==> config.mk <==
export PLATFORM = sky130hd
export DESIGN_NAME = gf180mcu_ocd_io__asig_mux_ctrl
export DESIGN_NICKNAME = d
export VERILOG_FILES = /design/src/rtl/gf180mcu_ocd_io__asig_mux_ctrl.sv
export SDC_FILE = /design/constraint.sdc
export NUM_CORES = 1
export LEC_CHECK = 0
export CAP_MARGIN = 40
export CORE_MARGIN = 8
export CORE_UTILIZATION = 49
export DETAILED_ROUTE_END_ITERATION = 8
export MAX_ROUTING_LAYER = met4
export PLACE_DENSITY = 0.76
export SETUP_SLACK_MARGIN = 0.1
export SLEW_MARGIN = 40
export SYNTH_ARGS = -nofsm -noshare
export SYNTH_HDL_FRONTEND = slang
export SYNTH_SLANG_ARGS = --single-unit
export TNS_END_PERCENT = 1
==> constraint.sdc <==
create_clock -name clk -period 2.6 [get_ports clk]
set_input_delay 0.52 -clock clk [delete_from_list [all_inputs] [get_ports clk]]
set_output_delay 0.52 -clock clk [all_outputs]
set_load 0.005 [all_outputs]
==> src/rtl/gf180mcu_ocd_io__asig_mux_ctrl.sv <==
// gf180mcu_ocd_io__asig_mux_ctrl
// Core-side sequencer for the 5V analog pad switch network. It connects one of
// NCH internal analog nets to the ASIG5V pad through one-hot switch enables.
// A change of channel always breaks before it makes: every switch stays open
// for DEAD_CYC cycles, and the new switch then settles for SETTLE_CYC cycles
// before the channel is reported as connected.
//
// Handshake: a request is taken on a rising clk edge where req_valid and
// req_ready are both 1. req_ready is high only in IDLE and CONN. While
// req_ready is low the requester holds req_valid, and nothing is consumed.
// req_sel and req_off are sampled only on the accept edge. Every accepted
// request ends with a single-cycle done pulse.
`timescale 1ns/1ps

module gf180mcu_ocd_io__asig_mux_ctrl #(
  parameter int NCH        = 4,
  parameter int DEAD_CYC   = 8,
  parameter int SETTLE_CYC = 32
) (
  input  logic                   clk,
  input  logic                   rst,
  input  logic                   req_valid,
  input  logic [$clog2(NCH)-1:0] req_sel,
  input  logic                   req_off,
  output logic                   req_ready,
  output logic [NCH-1:0]         sw_en,
  output logic [$clog2(NCH)-1:0] cur_sel,
  output logic                   connected,
  output logic                   busy,
  output logic                   done,
  output logic [1:0]             fsm_state
);

  localparam int SW   = $clog2(NCH);
  localparam int MAXC = (DEAD_CYC > SETTLE_CYC) ? DEAD_CYC : SETTLE_CYC;
  localparam int CW   = $clog2(MAXC + 1);

  // Final count values: the state is left on the edge where the counter
  // holds its last value, so each timed state lasts exactly N cycles.
  localparam logic [CW-1:0] DEAD_LAST   = CW'(DEAD_CYC - 1);
  localparam logic [CW-1:0] SETTLE_LAST = CW'(SETTLE_CYC - 1);
  localparam logic [CW-1:0] CNT_MAX     = '1;

  // IDLE : every switch open, nothing in progress
  // BREAK: every switch open, dead-time count running
  // MAKE : target switch closed, settle count running
  // CONN : target switch closed and settled
  typedef enum logic [1:0] {
    ST_IDLE  = 2'd0,
    ST_BREAK = 2'd1,
    ST_MAKE  = 2'd2,
    ST_CONN  = 2'd3
  } state_t;

  state_t          state_q, state_d;
  logic [CW-1:0]   cnt_q, cnt_d;
  logic [SW-1:0]   cur_q, cur_d;
  logic [NCH-1:0]  sw_q, sw_d;
  logic            done_q, done_d;
  logic            off_q, off_d;     // the sequence in flight is a disconnect
  logic            accept;

  // One-hot decode of a channel index into a switch-enable pattern.
  function automatic logic [NCH-1:0] onehot(input logic [SW-1:0] s);
    logic [NCH-1:0] v;
    v    = '0;
    v[s] = 1'b1;
    return v;
  endfunction

  assign req_ready = (state_q == ST_IDLE) || (state_q == ST_CONN);
  assign accept    = req_valid && req_ready;

  // State, counter and all pad-facing outputs are registered. The async reset
  // opens every switch at once, without waiting for a clock edge.
  always_ff @(posedge clk or posedge rst) begin
    if (rst) begin
      state_q <= ST_IDLE;
      cnt_q   <= '0;
      cur_q   <= '0;
      sw_q    <= '0;
      done_q  <= 1'b0;
      off_q   <= 1'b0;
    end else begin
      state_q <= state_d;
      cnt_q   <= cnt_d;
      cur_q   <= cur_d;
      sw_q    <= sw_d;
      done_q  <= done_d;
      off_q   <= off_d;
    end
  end

  // Next-state, next switch pattern and completion pulse.
  always_comb begin
    state_d = state_q;
    cnt_d   = (cnt_q == CNT_MAX) ? cnt_q : cnt_q + CW'(1);
    cur_d   = cur_q;
    sw_d    = sw_q;
    done_d  = 1'b0;
    off_d   = off_q;

    case (state_q)
      ST_IDLE: begin
        cnt_d = '0;
        sw_d  = '0;
        if (accept) begin
          if (req_off) begin
            // Already open: nothing to switch, complete at once.
            done_d = 1'b1;
          end else begin
            // Nothing to break from IDLE, so close the target immediately.
            off_d   = 1'b0;
            cur_d   = req_sel;
            sw_d    = onehot(req_sel);
            state_d = ST_MAKE;
          end
        end
      end

      ST_BREAK: begin
        sw_d = '0;
        if (cnt_q == DEAD_LAST) begin
          cnt_d = '0;
          if (off_q) begin
            state_d = ST_IDLE;
            done_d  = 1'b1;
          end else begin
            state_d = ST_MAKE;
            sw_d    = onehot(cur_q);
          end
        end
      end

      ST_MAKE: begin
        sw_d = onehot(cur_q);
        if (cnt_q == SETTLE_LAST) begin
          cnt_d   = '0;
          state_d = ST_CONN;
          done_d  = 1'b1;
        end
      end

      ST_CONN: begin
        cnt_d = '0;
        sw_d  = onehot(cur_q);
        if (accept) begin
          if (req_off) begin
            // Disconnect: open on the accept edge, then wait out the dead time.
            sw_d    = '0;
            off_d   = 1'b1;
            state_d = ST_BREAK;
          end else if (req_sel != cur_q) begin
            // New channel: open now, close the new one only after the dead time.
            sw_d    = '0;
            off_d   = 1'b0;
            cur_d   = req_sel;
            state_d = ST_BREAK;
          end else begin
            // Same channel again: no switching, just acknowledge.
            done_d = 1'b1;
          end
        end
      end

      default: begin
        state_d = ST_IDLE;
        cnt_d   = '0;
        sw_d    = '0;
      end
    endcase
  end

  assign sw_en     = sw_q;
  assign cur_sel   = cur_q;
  assign done      = done_q;
  assign connected = (state_q == ST_CONN);
  assign busy      = (state_q == ST_BREAK) || (state_q == ST_MAKE);
  assign fsm_state = state_q;

endmodule

# Word level (Yosys, flattened, before mapping)
# Index checks and enable logic that the tools add are counted.
[word_totals]
register_bits = 16
in_bits = 6
output_inout_bits = 12
elab_cells = 83
[classes]
magnitude_cmp = 4
eq_ne = 15
n_mux = 46
reduce_logical = 11
add_sub_neg = 1
[op_table]
columns = ["op", "n"]
rows = [
  ["2-to-1 mux 4 bit", 7],
  ["2-to-1 mux 2 bit", 13],
  ["2-to-1 mux 6 bit", 3],
  ["case mux 6 bit (3 select lines)", 1],
  ["case mux 4 bit (4 select lines)", 1],
  ["2-to-1 mux 1 bit", 15],
  ["AND reduction 6 bit", 2],
  ["inequality test 2 bit (second input constant)", 5],
  ["case mux 2 bit (4 select lines)", 1],
  ["adder 6 x 1 -> 6 bit (second input constant)", 1],
  ["== test 6 x 3 -> 1 bit (second input constant)", 1],
  ["== test 6 x 5 -> 1 bit (second input constant)", 1],
  ["== test 6 bit (second input constant)", 1],
  ["< comparator 2 x 3 -> 1 bit (second input constant)", 2],
  ["AND reduction 5 bit", 1],
  ["demux 1 bit (select 2 bit)", 2],
  ["== test 2 bit (second input constant)", 2],
  [">= comparator 2 x 1 -> 1 bit (second input constant)", 2],
  ["inequality test 2 x 1 -> 1 bit (second input constant)", 2],
  ["case mux 1 bit (4 select lines)", 1],
  ["case mux 2 bit (2 select lines)", 1],
  ["logical AND 1 bit", 3],
  ["inequality test 3 x 2 -> 1 bit (second input constant)", 1],
  ["== test 2 x 1 -> 1 bit (second input constant)", 1],
  ["6 further kinds", 7],
]

# Longest topological paths before layout
[logic_depth]
ltp_word = 8
depth_mapped = 7
depth_no_buf = 7

# Worst setup path before layout
# OpenSTA, ideal clock, no wires.
[synth_path]
path_kind = "register -> register"
from = "register cnt_q[0]"
to = "register sw_q[2], in the netlist sw_en[2]"
slack_ps = 649
synth_period_minus_slack_ps = 1951
arrival_time_ps = 1868
required_ps = 2517
path_buffers = 0
stages_incl_launch_ff = 7
setup_time_ps = 83
path_cell_list = "dfrtp_1 > ha_1 > nand2_1 > or4_1 > o311a_1 > or4b_1 > o21ai_0"
[synth_between]
elab_chain_cells = 3
[synth_lines]
columns = ["item", "line", "rtl"]
rows = [
  ["start: declaration", "56", "logic [CW-1:0] cnt_q, cnt_d;"],
  ["start signal: assignment", "86", "cnt_q <= cnt_d;"],
  ["== test 6 x 3 -> 1 bit", "123", "if (cnt_q == DEAD_LAST) begin"],
  ["2-to-1 mux 4 bit", "123", ""],
  ["case mux 4 bit (4 select lines)", "103", "case (state_q)"],
  ["named net sw_d[2]", "58", "logic [NCH-1:0] sw_q, sw_d;"],
  ["end signal: assignment", "88", "sw_q <= sw_d;"],
  ["end: declaration", "58", ""],
]
# The timed path passes the listed nets, and every way through them passes these cells.
# A chain may end at the register's enable or synchronous reset.

# Worst setup path after layout
[layout_path]
from = "register state_q[0], in the netlist fsm_state[0]"
to = "output req_ready"
[layout_between]
elab_chain_cells = 2
word_cells_on_any_way = 3
classes_between = "eq/ne (1); reduce/logical (2)"
[layout_lines]
columns = ["item", "line", "rtl"]
rows = [
  ["start: declaration", "55", "state_t state_q, state_d;"],
  ["start signal: assignment", "85", "state_q <= state_d;"],
  ["== test 2 bit or logical NOT 2 bit (tied branches)", "71", "assign req_ready = (state_q == ST_IDLE) || (state_q == ST_CONN);"],
  ["logical OR 1 bit *", "71", ""],
  ["end: declaration", "25", "output logic req_ready,"],
]
# Mark *: on every way between the ends. The rest lies on a longest branch, timed or not.

==> reports/metrics.yaml <==
drt_iter0_markers: 15
tightestPinTransition_ns: 0.588
crit_path_end_kind: "output port"
track_usage: 0.121
layout.cells.non_filler: 141
drt_pass1_iterations: 4
synth_compound_area_frac: 0.173
final_core_util: 0.659
rows: 15
io_pins: 18
syn_to_final_growth_pct: 25.7
synth-xor-area-share: 0.0387
max_freq_mhz: 428
hp-class: "register to register"
n_antenna_cell: 0
drive_above_1_share: 0.0517
syn_area_um2: 906
synth-edff-count: 0
antenna_found_initial: 0
post-place-ws_ns: 0.376
yosysUniqueCellTypes: 34
yosys_register_bits: 16
cts_tree: "built"
final.setup.tns_ns: 0
die_y_um: 59.0
muxShareOfSynthArea: 0.0235
grt_pass1_wl_um: 3150
grt_max_degree: 17
finalNetCount: 128
post_cts_resize_count: 0
maxSlewViolCount: 0
worst_ep_required_time_ns: 2.08
hpwl_um: 1460
synth_area_per_cell_um2: 9.44
vias: 756
synth_fa_ha_area_frac: 0.0691
p_leak_uw: 0.000496
io_buffers: 17
layout_min_cycle_time_ns: 2.34
clk_latency_ns: 0.28
placed_area_mm2: 0.00110
irDropWorstVdd_v: 0.000905
rsz0062_at_grt: "false"
ant_nets: 0
worst_slack_ns: 0.262
cp.arrival_ns: 1.82
initial_core_util: 0.525
clock-sinks: 16
ys.warnings.count: 0
grt_overflow: 0
fin_crit_sh: 0.899
htree_levels: 1
fin_area_mm2: 0.00114
fillers: 163
yosysSeqAreaShare: 0.442
core_area_mm2: 0.00173
status: "finished clean"
totalWireLength_um: 1910
maxCapViolCount: 0
drc: 0
synth-simple-area-share: 0.220
clockBufferDepth: 2
cts.clk_slew.worst_paths_ns: 0.10
cts_hold_buf: 0
cts_buffers: 3
grt_pass1_vias: 709
synth_top_family_by_area: "simple AND/OR/NAND/NOR gates"
p_per_area_mw_per_mm2: 1100
maxSlewHeadroom: 0.608
dp.cells: 137
cp-start-kind: "register"
dieArea_mm2: 0.00348
gp_congestion: 0.880
viasPerCell: 5.36
wl_per_cell_um: 13.5
async_flop_share: 1.00
root_buffer: "clkbuf_4"
syn-num-nets: 107
die_w_um: 59.0
cts_setup_buffers: 0
synthCells: 96
finalHoldViolCount: 0
clock_skew_ns: 0.000755
setup_viol: 0
critPathKind: "register to output port"
ys.flop_type: "dfrtp_1"
cp_max_fo: 5
-- state kept, by name, summed over array words and instances (netlist names) --
name	count
cnt_q	6
sw_en	4
cur_sel	2
fsm_state	2
done	1
off_q	1
-- routing by layer --
layer / vias up / GRT usage / share of wire
met5: - / - / 0
met4: 0 / 0.0614 / 0.016
met3: 4 / 0.0239 / 0.027
met2: 11 / 0.178 / 0.44
met1: 356 / 0.154 / 0.52
li1: 385 / - / -
-- power by group --
part / total (uW) / leakage, uW / internal (uW) / switching, uW
Clock: 166 / 0.0000210 / 85.2 / 81.2
Sequential: 406 / 0.000209 / 329 / 76.8
Combinational: 675 / 0.000266 / 362 / 313
-- cell usage in the layout, fill, tap and decap left out, types with 3 or more instances in the layout --
cell type / synthesis / routed
a21oi_1: 5 / 5
clkbuf_4: 0 / 3
clkdlybuf4s50_1: 0 / 17
dfrtp_1: 16 / 16
ha_1: 5 / 5
inv_1: 7 / 7
nand2_1: 7 / 7
nand2b_1: 3 / 3
nor2_1: 7 / 7
nor2b_1: 4 / 4
nor3_1: 4 / 4
o21ai_0: 7 / 7
o22ai_1: 3 / 3
xnor2_1: 3 / 3
-- kinds of logic after synthesis --
family	Yosys count
AOI/OAI and AO/OA	24
xor gates and xnor gates	4
adders and majority gates	5
buffers and inverters	8
DFF	16
muxes	2
and+or+nand+nor	37
-- final cells by class --
cell class              instances  area [um^2]  share of cell area
flip-flops and latches         16          400               0.352
multi-input cells              72          474               0.416
well taps                      25         31.3              0.0275
repair buffers                 17          170               0.149
inverters                       7         26.3              0.0231
clock buffers                   4         36.3              0.0319
-- synth_stat cells (all sizes together) (2+ instances only) --
master | number | area (um^2)
a21oi | 5 | 25.0
and2 | 2 | 12.5
dfrtp | 16 | 400
ha | 5 | 62.6
inv | 7 | 26.3
nand2 | 7 | 26.3
nand2b | 3 | 18.8
nand3 | 2 | 10.0
nand4 | 2 | 12.5
nor2 | 7 | 26.3
nor2b | 4 | 25.0
nor3 | 4 | 20.0
o21ai | 7 | 35.0
o22ai | 3 | 18.8
xnor2 | 3 | 26.3
-- final timing paths --
check,from,end,slack (ns),cells after the start
max,fsm_state[0]$_DFFE_PP0P_,req_ready,0.26,4
min,cnt_q[1]$_DFF_PP0_,cnt_q[1]$_DFF_PP0_,0.57,2
max reg2reg,cnt_q[0]$_DFF_PP0_,sw_en[2]$_DFF_PP0_,0.50,6
min reg2reg,cnt_q[1]$_DFF_PP0_,cnt_q[1]$_DFF_PP0_,0.57,2
max in group asynchronous,rst,cnt_q[3]$_DFF_PP0_,1.63,2
min in group asynchronous,rst,sw_en[3]$_DFF_PP0_,0.59,2
-- worst max-delay path, cell delays in order, from the launching register on --
cell and delay, ns:
dfrtp_1 0.42, inv_1 0.11, ha_1 0.38, inv_1 0.11, clkdlybuf4s50_1 0.50
-- stage by stage --
step / total power, uW / hold slack, ns
floorplan: 786 / 0.434
global placement: 1080 / 0.551
detailed placement: 1090 / 0.564
CTS: 1260 / 0.586
global route: 1340 / 0.616
finish: 1250 / 0.570
Power figures use the tool's default switching activity.
